### src/rtl/multicycle_subtractor_n_bits_pkg.sv
// Shared types and sizing helpers for the multi-cycle subtractor.
// Optional feature macro: ADD_SUB_MODE_EN (adds a MODE input selecting add).
package sub_pkg;

    typedef enum logic [1:0] {
        IDLE,
        RUN,
        HOLD
    } state_t;

    function automatic int slice_count(input int width, input int slice);
        return width / slice;
    endfunction

    function automatic int count_width(input int n);
        return $clog2(n + 1);
    endfunction

endpackage

### src/rtl/multicycle_subtractor_n_bits_if.sv
// Operand/result handshake bundle for the multi-cycle subtractor.
// Optional feature macro: ADD_SUB_MODE_EN (adds MODE, latched with operands).
interface multicycle_subtractor_n_bits_if #(
    parameter int WIDTH = 8
);
    logic             START;
    logic             READY;
    logic [WIDTH-1:0] A;
    logic [WIDTH-1:0] B;
    logic             BIN;
`ifdef ADD_SUB_MODE_EN
    logic             MODE;
`endif
    logic [WIDTH-1:0] S;
    logic             BOUT;
    logic             OVF;
    logic             OUT_VALID;
    logic             OUT_READY;

    modport master (
`ifdef ADD_SUB_MODE_EN
        output MODE,
`endif
        output START,
        output A,
        output B,
        output BIN,
        output OUT_READY,
        input  READY,
        input  S,
        input  BOUT,
        input  OVF,
        input  OUT_VALID
    );

    modport slave (
`ifdef ADD_SUB_MODE_EN
        input  MODE,
`endif
        input  START,
        input  A,
        input  B,
        input  BIN,
        input  OUT_READY,
        output READY,
        output S,
        output BOUT,
        output OVF,
        output OUT_VALID
    );

endinterface

### src/rtl/multicycle_subtractor_n_bits_slice.sv
// SLICE-bit ripple of full-subtractor cells (full-adder cells when mode=1).
// Optional feature macro: ADD_SUB_MODE_EN (adds the mode input).
module subtractor_slice #(
    parameter int SLICE = 2
) (
    input  logic [SLICE-1:0] a,
    input  logic [SLICE-1:0] b,
    input  logic             bin,
`ifdef ADD_SUB_MODE_EN
    input  logic             mode,
`endif
    output logic [SLICE-1:0] s,
    output logic             bout
);

    logic [SLICE:0]   chain;
    logic [SLICE-1:0] a_gen;

    // A borrow cell is a carry cell with the minuend bit inverted.
`ifdef ADD_SUB_MODE_EN
    assign a_gen = mode ? a : ~a;
`else
    assign a_gen = ~a;
`endif

    always_comb begin
        chain    = '0;
        s        = '0;
        chain[0] = bin;
        for (int i = 0; i < SLICE; i++) begin
            s[i]       = a[i] ^ b[i] ^ chain[i];
            chain[i+1] = (a_gen[i] & b[i])
                       | ((a_gen[i] ^ b[i]) & chain[i]);
        end
    end

    assign bout = chain[SLICE];

endmodule

### src/rtl/multicycle_subtractor_n_bits.sv
// Multi-cycle ripple subtractor: S = A - B - BIN, SLICE bits per clock.
// Optional feature macro: ADD_SUB_MODE_EN (MODE=1 selects A + B + BIN).
module multicycle_subtractor_n_bits
    import sub_pkg::*;
#(
    parameter int WIDTH = 8,
    parameter int SLICE = 2
) (
    input  logic CLK,
    input  logic RST,
    multicycle_subtractor_n_bits_if.slave bus
);

    localparam int N  = slice_count(WIDTH, SLICE);
    localparam int CW = count_width(N);
    localparam int M  = WIDTH - 1;

    generate
        if (WIDTH < 2 || (WIDTH % SLICE) != 0) begin : g_bad_cfg
            $error("WIDTH must be >= 2 and a multiple of SLICE");
        end
    endgenerate

    state_t           state;
    state_t           state_nxt;
    logic [CW-1:0]    cnt;
    logic [WIDTH-1:0] a_q;
    logic [WIDTH-1:0] b_q;
    logic [WIDTH-1:0] acc_q;
    logic [WIDTH-1:0] acc_nxt;
    logic [WIDTH-1:0] s_q;
    logic             borrow_q;
    logic             bout_q;
    logic             ovf_q;
    logic             ovf_nxt;
    logic             mode_q;
    logic             last;
    logic             accept;
    logic [SLICE-1:0] sl_a;
    logic [SLICE-1:0] sl_b;
    logic [SLICE-1:0] sl_s;
    logic             sl_bout;

    assign last   = (cnt == CW'(N - 1));
    assign accept = (state == IDLE) && bus.START;

    always_ff @(posedge CLK) begin
        if (RST) state <= IDLE;
        else     state <= state_nxt;
    end

    always_comb begin
        state_nxt     = state;
        bus.READY     = 1'b0;
        bus.OUT_VALID = 1'b0;
        case (state)
            IDLE: begin
                bus.READY = 1'b1;
                if (bus.START) state_nxt = RUN;
            end
            RUN: begin
                if (last) state_nxt = HOLD;
            end
            HOLD: begin
                bus.OUT_VALID = 1'b1;
                if (bus.OUT_READY) state_nxt = IDLE;
            end
            default: state_nxt = IDLE;
        endcase
    end

    always_comb begin
        sl_a = '0;
        sl_b = '0;
        for (int k = 0; k < N; k++) begin
            if (cnt == CW'(k)) begin
                sl_a = a_q[k*SLICE +: SLICE];
                sl_b = b_q[k*SLICE +: SLICE];
            end
        end
    end

    always_comb begin
        acc_nxt = acc_q;
        for (int k = 0; k < N; k++) begin
            if (cnt == CW'(k)) acc_nxt[k*SLICE +: SLICE] = sl_s;
        end
    end

    subtractor_slice #(
        .SLICE (SLICE)
    ) u_slice (
        .a    (sl_a),
        .b    (sl_b),
        .bin  (borrow_q),
`ifdef ADD_SUB_MODE_EN
        .mode (mode_q),
`endif
        .s    (sl_s),
        .bout (sl_bout)
    );

    // Operand signs differ for subtract, match for add.
    assign ovf_nxt = ((a_q[M] ^ b_q[M]) ^ mode_q)
                   && (acc_nxt[M] != a_q[M]);

    always_ff @(posedge CLK) begin
        if (RST) begin
            cnt      <= '0;
            a_q      <= '0;
            b_q      <= '0;
            acc_q    <= '0;
            s_q      <= '0;
            borrow_q <= 1'b0;
            bout_q   <= 1'b0;
            ovf_q    <= 1'b0;
            mode_q   <= 1'b0;
        end else if (accept) begin
            a_q      <= bus.A;
            b_q      <= bus.B;
            borrow_q <= bus.BIN;
            cnt      <= '0;
            acc_q    <= '0;
`ifdef ADD_SUB_MODE_EN
            mode_q   <= bus.MODE;
`else
            mode_q   <= 1'b0;
`endif
        end else if (state == RUN) begin
            acc_q    <= acc_nxt;
            borrow_q <= sl_bout;
            cnt      <= cnt + CW'(1);
            if (last) begin
                s_q    <= acc_nxt;
                bout_q <= sl_bout;
                ovf_q  <= ovf_nxt;
            end
        end
    end

    assign bus.S    = s_q;
    assign bus.BOUT = bout_q;
    assign bus.OVF  = ovf_q;

endmodule

### src/flat_wrapper.sv
// flat-port wrapper written by rule: the top's interface ports become plain ports
module multicycle_subtractor_n_bits_flat import sub_pkg::*;
#(
    parameter int WIDTH = 8,
    parameter int SLICE = 2
)
  (CLK, RST, bus_START, bus_A, bus_B, bus_BIN, bus_OUT_READY, bus_READY, bus_S, bus_BOUT, bus_OVF, bus_OUT_VALID);
  multicycle_subtractor_n_bits_if #(.WIDTH(WIDTH)) bus_i ();
  input  logic CLK;
  input  logic RST;
  input wire logic [$bits(bus_i.START)-1:0] bus_START;
  input wire logic [$bits(bus_i.A)-1:0] bus_A;
  input wire logic [$bits(bus_i.B)-1:0] bus_B;
  input wire logic [$bits(bus_i.BIN)-1:0] bus_BIN;
  input wire logic [$bits(bus_i.OUT_READY)-1:0] bus_OUT_READY;
  output wire logic [$bits(bus_i.READY)-1:0] bus_READY;
  output wire logic [$bits(bus_i.S)-1:0] bus_S;
  output wire logic [$bits(bus_i.BOUT)-1:0] bus_BOUT;
  output wire logic [$bits(bus_i.OVF)-1:0] bus_OVF;
  output wire logic [$bits(bus_i.OUT_VALID)-1:0] bus_OUT_VALID;
  assign bus_i.START = bus_START;
  assign bus_i.A = bus_A;
  assign bus_i.B = bus_B;
  assign bus_i.BIN = bus_BIN;
  assign bus_i.OUT_READY = bus_OUT_READY;
  assign bus_READY = bus_i.READY;
  assign bus_S = bus_i.S;
  assign bus_BOUT = bus_i.BOUT;
  assign bus_OVF = bus_i.OVF;
  assign bus_OUT_VALID = bus_i.OUT_VALID;
  multicycle_subtractor_n_bits #(.WIDTH(WIDTH), .SLICE(SLICE)) u_core (.CLK(CLK), .RST(RST), .bus(bus_i));
endmodule
### config.mk
export PLATFORM = sky130hd
export DESIGN_NAME = multicycle_subtractor_n_bits_flat
export DESIGN_NICKNAME = d
export VERILOG_FILES = /design/src/rtl/multicycle_subtractor_n_bits_pkg.sv /design/src/rtl/multicycle_subtractor_n_bits_if.sv /design/src/rtl/multicycle_subtractor_n_bits_slice.sv /design/src/rtl/multicycle_subtractor_n_bits.sv /design/src/flat_wrapper.sv
export SDC_FILE = /design/constraint.sdc
export NUM_CORES = 1
export LEC_CHECK = 0
export ABC_CLOCK_PERIOD_IN_PS = 9300
export CAP_MARGIN = 10
export CORE_MARGIN = 5
export CORE_UTILIZATION = 55
export CTS_CLUSTER_SIZE = 12
export DETAILED_ROUTE_END_ITERATION = 16
export GPL_TIMING_DRIVEN = 0
export PLACE_DENSITY = 0.83
export SKIP_LAST_GASP = 1
export SLEW_MARGIN = 20
export SYNTH_ARGS = -nofsm -noshare
export SYNTH_HDL_FRONTEND = slang
export SYNTH_SLANG_ARGS = --single-unit
### constraint.sdc
create_clock -name CLK -period 9.3 [get_ports CLK]
set_clock_uncertainty 0.15 [all_clocks]
set_input_delay 2.79 -clock CLK [delete_from_list [all_inputs] [get_ports CLK]]
set_output_delay 2.79 -clock CLK [all_outputs]
set_load 0.05 [all_outputs]
After elaboration in Yosys (flattened, before gate mapping)

Cells that the tools add are included.

Bits of input ports: 21
Output and inout port bits: 12
Latch bits: 0
Memory bits (read-only): 0
Word-level logic and storage cells: 62
Memory bits (writable): 0
Memories kept: 0
Register bits after elaboration: 40

Eq/ne operators: 9
Reductions and logical operators: 8
$add $sub $neg: 1
Bitwise operators: 15
Shift operators: 0
Div/mod/pow operators: 0
$lt $le $gt $ge: 0
Mux-type cells: 20
Multipliers: 0

Operators by type and width:

| cell                                                                    | count |
|---|---|
| 2-bit two-way mux                                                       | 15 |
| 1-bit XOR                                                               | 7 |
| 3-bit by 2-bit equality test with 1-bit output, second input constant   | 2 |
| 2-bit case mux with 3 select lines                                      | 1 |
| 3-bit AND reduction                                                     | 2 |
| 1-bit AND                                                               | 4 |
| 1-bit two-way mux                                                       | 4 |
| 2-bit inequality test, second input constant                            | 2 |
| 3-bit by 1-bit adder with 3-bit output, second input constant           | 1 |
| 3-bit by 1-bit equality test with 1-bit output, second input constant   | 1 |
| 3-bit logical NOT                                                       | 1 |
| 2-bit by 1-bit equality test with 1-bit output, second input constant   | 1 |
| 2-bit equality test, second input constant                              | 1 |
| 1-bit logical AND                                                       | 2 |
| 2-bit logical NOT                                                       | 1 |
| 2-bit by 1-bit inequality test with 1-bit output, second input constant | 1 |
| 2-bit inverter                                                          | 1 |
| 1-bit OR                                                                | 2 |
| 2-bit nonzero test                                                      | 1 |
| 2-bit OR reduction                                                      | 1 |
| 1-bit inequality test                                                   | 1 |
| 1-bit inverter                                                          | 1 |

Longest topological paths before layout

Word-level depth: 13
Gate-level depth with buffers: 12
Depth with buffers taken out: 10

By module

From an unflattened synthesis, not the netlist that was laid out.

Cells, all modules: 202
Area, all modules: 1761.7 sq um

By module, submodules not included:

| module                       | area each (sq um) | cells an instance | seq. area each (sq um) | times used |
|---|---|---|---|---|
| multicycle_subtractor_n_bits | 1706.6            | 196               | 760.7                  | 1 |
| subtractor_slice             | 55.1              | 6                 | 0.0                    | 1 |

Least setup slack after synthesis

No wires, ideal clock.

Kind: register -> output
Start point: reg u_core.state[0]
End point: out bus_READY
Arrival time: 1074 ps
Slack: 5286 ps
Path buffers: 1
Data required time: 6360 ps
Cell stages (with the launch flop): 3
Cell sequence: dfxtp_1 buf_6 nor2_1

Longest elaborated chain between the ends: 2

Ends and longest elaborated chain:

| what                   | line                               | RTL |
|---|---|---|
| from (decl)            | multicycle_subtractor_n_bits.sv:24 | `state_t state;` |
| from (signal assigned) | multicycle_subtractor_n_bits.sv:49 | `else state <= state_nxt;` |
| 2-bit logical NOT      | multicycle_subtractor_n_bits.sv:56 | `case (state)` |
| 1-bit two-way mux      | multicycle_subtractor_n_bits.sv:56 |  |
| to (decl)              | flat_wrapper.sv:16                 | `output wire logic [$bits(bus_i.READY)-1:0] bus_READY;` |

Every way passes these cells.

Final worst setup path

Start point: reg u_core.state[0]
End point: out bus_OUT_VALID

Longest elaborated chain between the ends: 2

Ends and longest elaborated chain:

| what                | line                               | RTL |
|---|---|---|
| 2-bit equality test | multicycle_subtractor_n_bits.sv:56 |  |
| 1-bit two-way mux   | multicycle_subtractor_n_bits.sv:56 |  |
| to (decl)           | flat_wrapper.sv:20                 | `output wire logic [$bits(bus_i.OUT_VALID)-1:0] bus_OUT_VALID;` |

Every way passes these cells.

==> out/metrics.yaml <==
status: "finished, final reports clean"
drv_cap: 0
gp_congestion: 0.723
finalWorstPathRequiredPeriod_ps: 4740
pwr-share-clk_pct: 32.0
grt_pass1_wl_um: 5840
ys_warn_count: 0
htreeDepth: 2
reg2regPathDepth: 11
hold_viol: 0
dp_hpwl_um: 2670
start_kind: "register"
swShare_pct: 25.2
drc_errors: 0
gr-usage-all-layers_pct: 17.2
crit_required_ps: 6360
die_w_um: 67.6
ir_drop_mv: 0.114
numCtsBuffers: 5
final.setup.tns_ps: 0
synth_area_per_cell_um2: 9.76
setup_violations: 0
rsz0062_at_grt: "false"
worstPathArrival_ps: 1800
synthSimpleGateAreaFrac_pct: 18.2
synth_cell_types: 32
clock_latency_ps: 340
worstHoldStart: "u_core.bus.S[6]"
cts-root-buf: "clkbuf_4"
ant_nets: 0
min_path_cells: 2
area_delta_synth_final_pct: 24.8
cts.path.max_buffers: 2
rrSetupSlack_ps: 6090
diodes: 0
p_seq_share_pct: 50.4
hold_class: "register to register"
power.internal_uw: 257
drive_gt1_share_pct: 11.5
final_cells: 273
switchingPower_uw: 86.6
relSlewSlack_pct: 66.0
synth-compound-area-share_pct: 9.53
period_share_pct: 50.9
port_buffers: 32
start_util_pct: 55.5
antenna_found_initial: 0
rows: 21
worstSetupPathType: "register to primary output"
grt_pass1_vias: 1349
grt-ovfl-total: 0
routed_wl_um: 3530
nets: 254
via_count: 1383
ctsHoldBuffers: 0
fp.dieArea_um2: 4570
p_leak_nw: 0.858
netlist_area_um2: 1820
cts.sinks: 38
ys_seq_area_share_pct: 41.7
routedWlPerCell_um: 12.9
drt_iter0_markers: 54
grt_max_degree: 12
ioPinCount: 33
cts_tree: "yes"
combPwrFrac_pct: 17.6
slew_violations: 0
first_pass_iters: 4
synth_mux_area_share_pct: 17.1
syn_inst: 187
p_per_area_nw_per_um2: 151
hold_path_end: "u_core.bus.S[6]"
tightest_slew_ps: 508
cp-end-kind: "primary output"
die_y_um: 67.6
synth_nets: 215
coreArea_um2: 3280
startpoint: "u_core.state[0]"
reg2reg_to: "u_core.bus.OVF"
via_per_inst: 5.07
timing.rr.start: "u_core.cnt[2]"
synthAdderAreaFrac_pct: 5.62
post-place-cells: 265
ys_seq_elements: 38
post-cts-setup-buffer-count: 0
synth_xor_area_share_pct: 0.480
synth_top_family_by_area: "simple AND/OR/NAND/NOR gates"
ctsResizeCount: 0
clk_pin_slew_worst_paths_ps: 110
crit_fanout: 10
clock.fmax_mhz: 211
-- routing by layer --
metal	track usage [%]	vias up	wire length [µm]
met4	6.08	0	29
li1	-	713	-
met2	28.8	29	1680
met3	4.66	4	201
met5	0	-	0
met1	21.2	637	1610
-- worst max-delay path by stage --
stage | end | slack (ps)
floorplan | bus_READY | 5290
global placement | bus_OUT_VALID | 4950
detailed placement | bus_OUT_VALID | 4920
CTS | bus_OUT_VALID | 4540
global route | bus_OUT_VALID | 4490
finish | bus_OUT_VALID | 4560
-- flip-flops by register name, indices dropped and copies added (netlist names) --
signal           count
u_core.b_q           8
u_core.a_q           8
u_core.bus.BOUT      1
u_core.bus.S         8
u_core.borrow_q      1
u_core.cnt           3
u_core.acc_q         6
u_core.state         2
u_core.bus.OVF       1
-- cells in the mapped netlist, drive strengths merged --
master,number,area (µm²)
nand2b,5,31.3
dfxtp,38,761
nand2,8,30.0
or2,1,8.76
nor2,36,135
nor2b,3,18.8
nor3b,1,12.5
nor3,2,10.0
buf,11,98.8
clkbuf,4,17.5
nand3b,2,15.0
a21oi,7,35.0
fa,2,40.0
inv,5,18.8
xnor2,1,8.76
o21ai,5,28.8
ha,5,62.6
a32o,2,20.0
mux2,1,11.3
and2b,2,15.0
and3b,2,17.5
and4bb,3,37.5
a211oi,9,72.6
a32oi,2,17.5
mux2i,30,300
-- metrics by stage --
stage / instance area [µm²] / hold slack (ps) / power (mW) / setup slack, ps / util, %
after floorplan: 1820 / 301 / 0.218 / 5290 / -
after global placement: 2200 / 296 / 0.237 / 4950 / 67.0
after detailed placement: 2200 / 303 / 0.238 / 4920 / 67.0
after CTS: 2280 / 318 / 0.346 / 4540 / 69.3
after global routing: 2280 / 348 / 0.361 / 4490 / 69.3
final: 2280 / 320 / 0.343 / 4560 / 69.3
-- cell families after synthesis --
family          after synthesis
simple gates                 65
flops                        38
mux                          31
compound gates               25
buf+inv                      20
fa+ha+maj                     7
xor+xnor                      1
-- cell type report --
cell class	count	area [µm²]
Multi-Input combinational cell	129	928
Clock inverter	1	30.0
Buffer	15	116
Clock buffer	7	45.0
Tap cell	46	57.6
Inverter	5	18.8
Timing Repair Buffer	32	320
Sequential cell	38	761
Fill cell	287	1010
-- power by group through the flow --
stage / clock (mW) / combinational, mW / sequential, mW
2_1_floorplan: 0 / 0.0424 / 0.176
3_3_place_gp: 0 / 0.0601 / 0.177
3_5_place_dp: 0 / 0.0612 / 0.177
4_1_cts: 0.111 / 0.0614 / 0.173
5_1_grt: 0.119 / 0.0676 / 0.174
6_report: 0.110 / 0.0604 / 0.173
-- layout by cell type, fill, tap and decap left out, types with 3 or more instances in the layout --
| cell type | n |
|---|---|
| dfxtp_1 | 38 |
| clkbuf_1 | 4 |
| clkdlybuf4s50_1 | 32 |
| o21ai_0 | 4 |
| nand2b_1 | 5 |
| a211oi_1 | 8 |
| buf_6 | 4 |
| inv_1 | 5 |
| buf_2 | 3 |
| ha_1 | 5 |
| nor2_1 | 36 |
| nand2_1 | 8 |
| nor2b_1 | 3 |
| clkbuf_4 | 5 |
| a21oi_1 | 7 |
| and4bb_2 | 3 |
| mux2i_1 | 30 |
-- worst max-delay path, stage by stage (launching register included) --
cell and delay, ps:
dfxtp_1 320, buf_6 130, and2b_1 200, clkdlybuf4s50_1 800
Note: power is estimated with default switching activity, not from simulation.
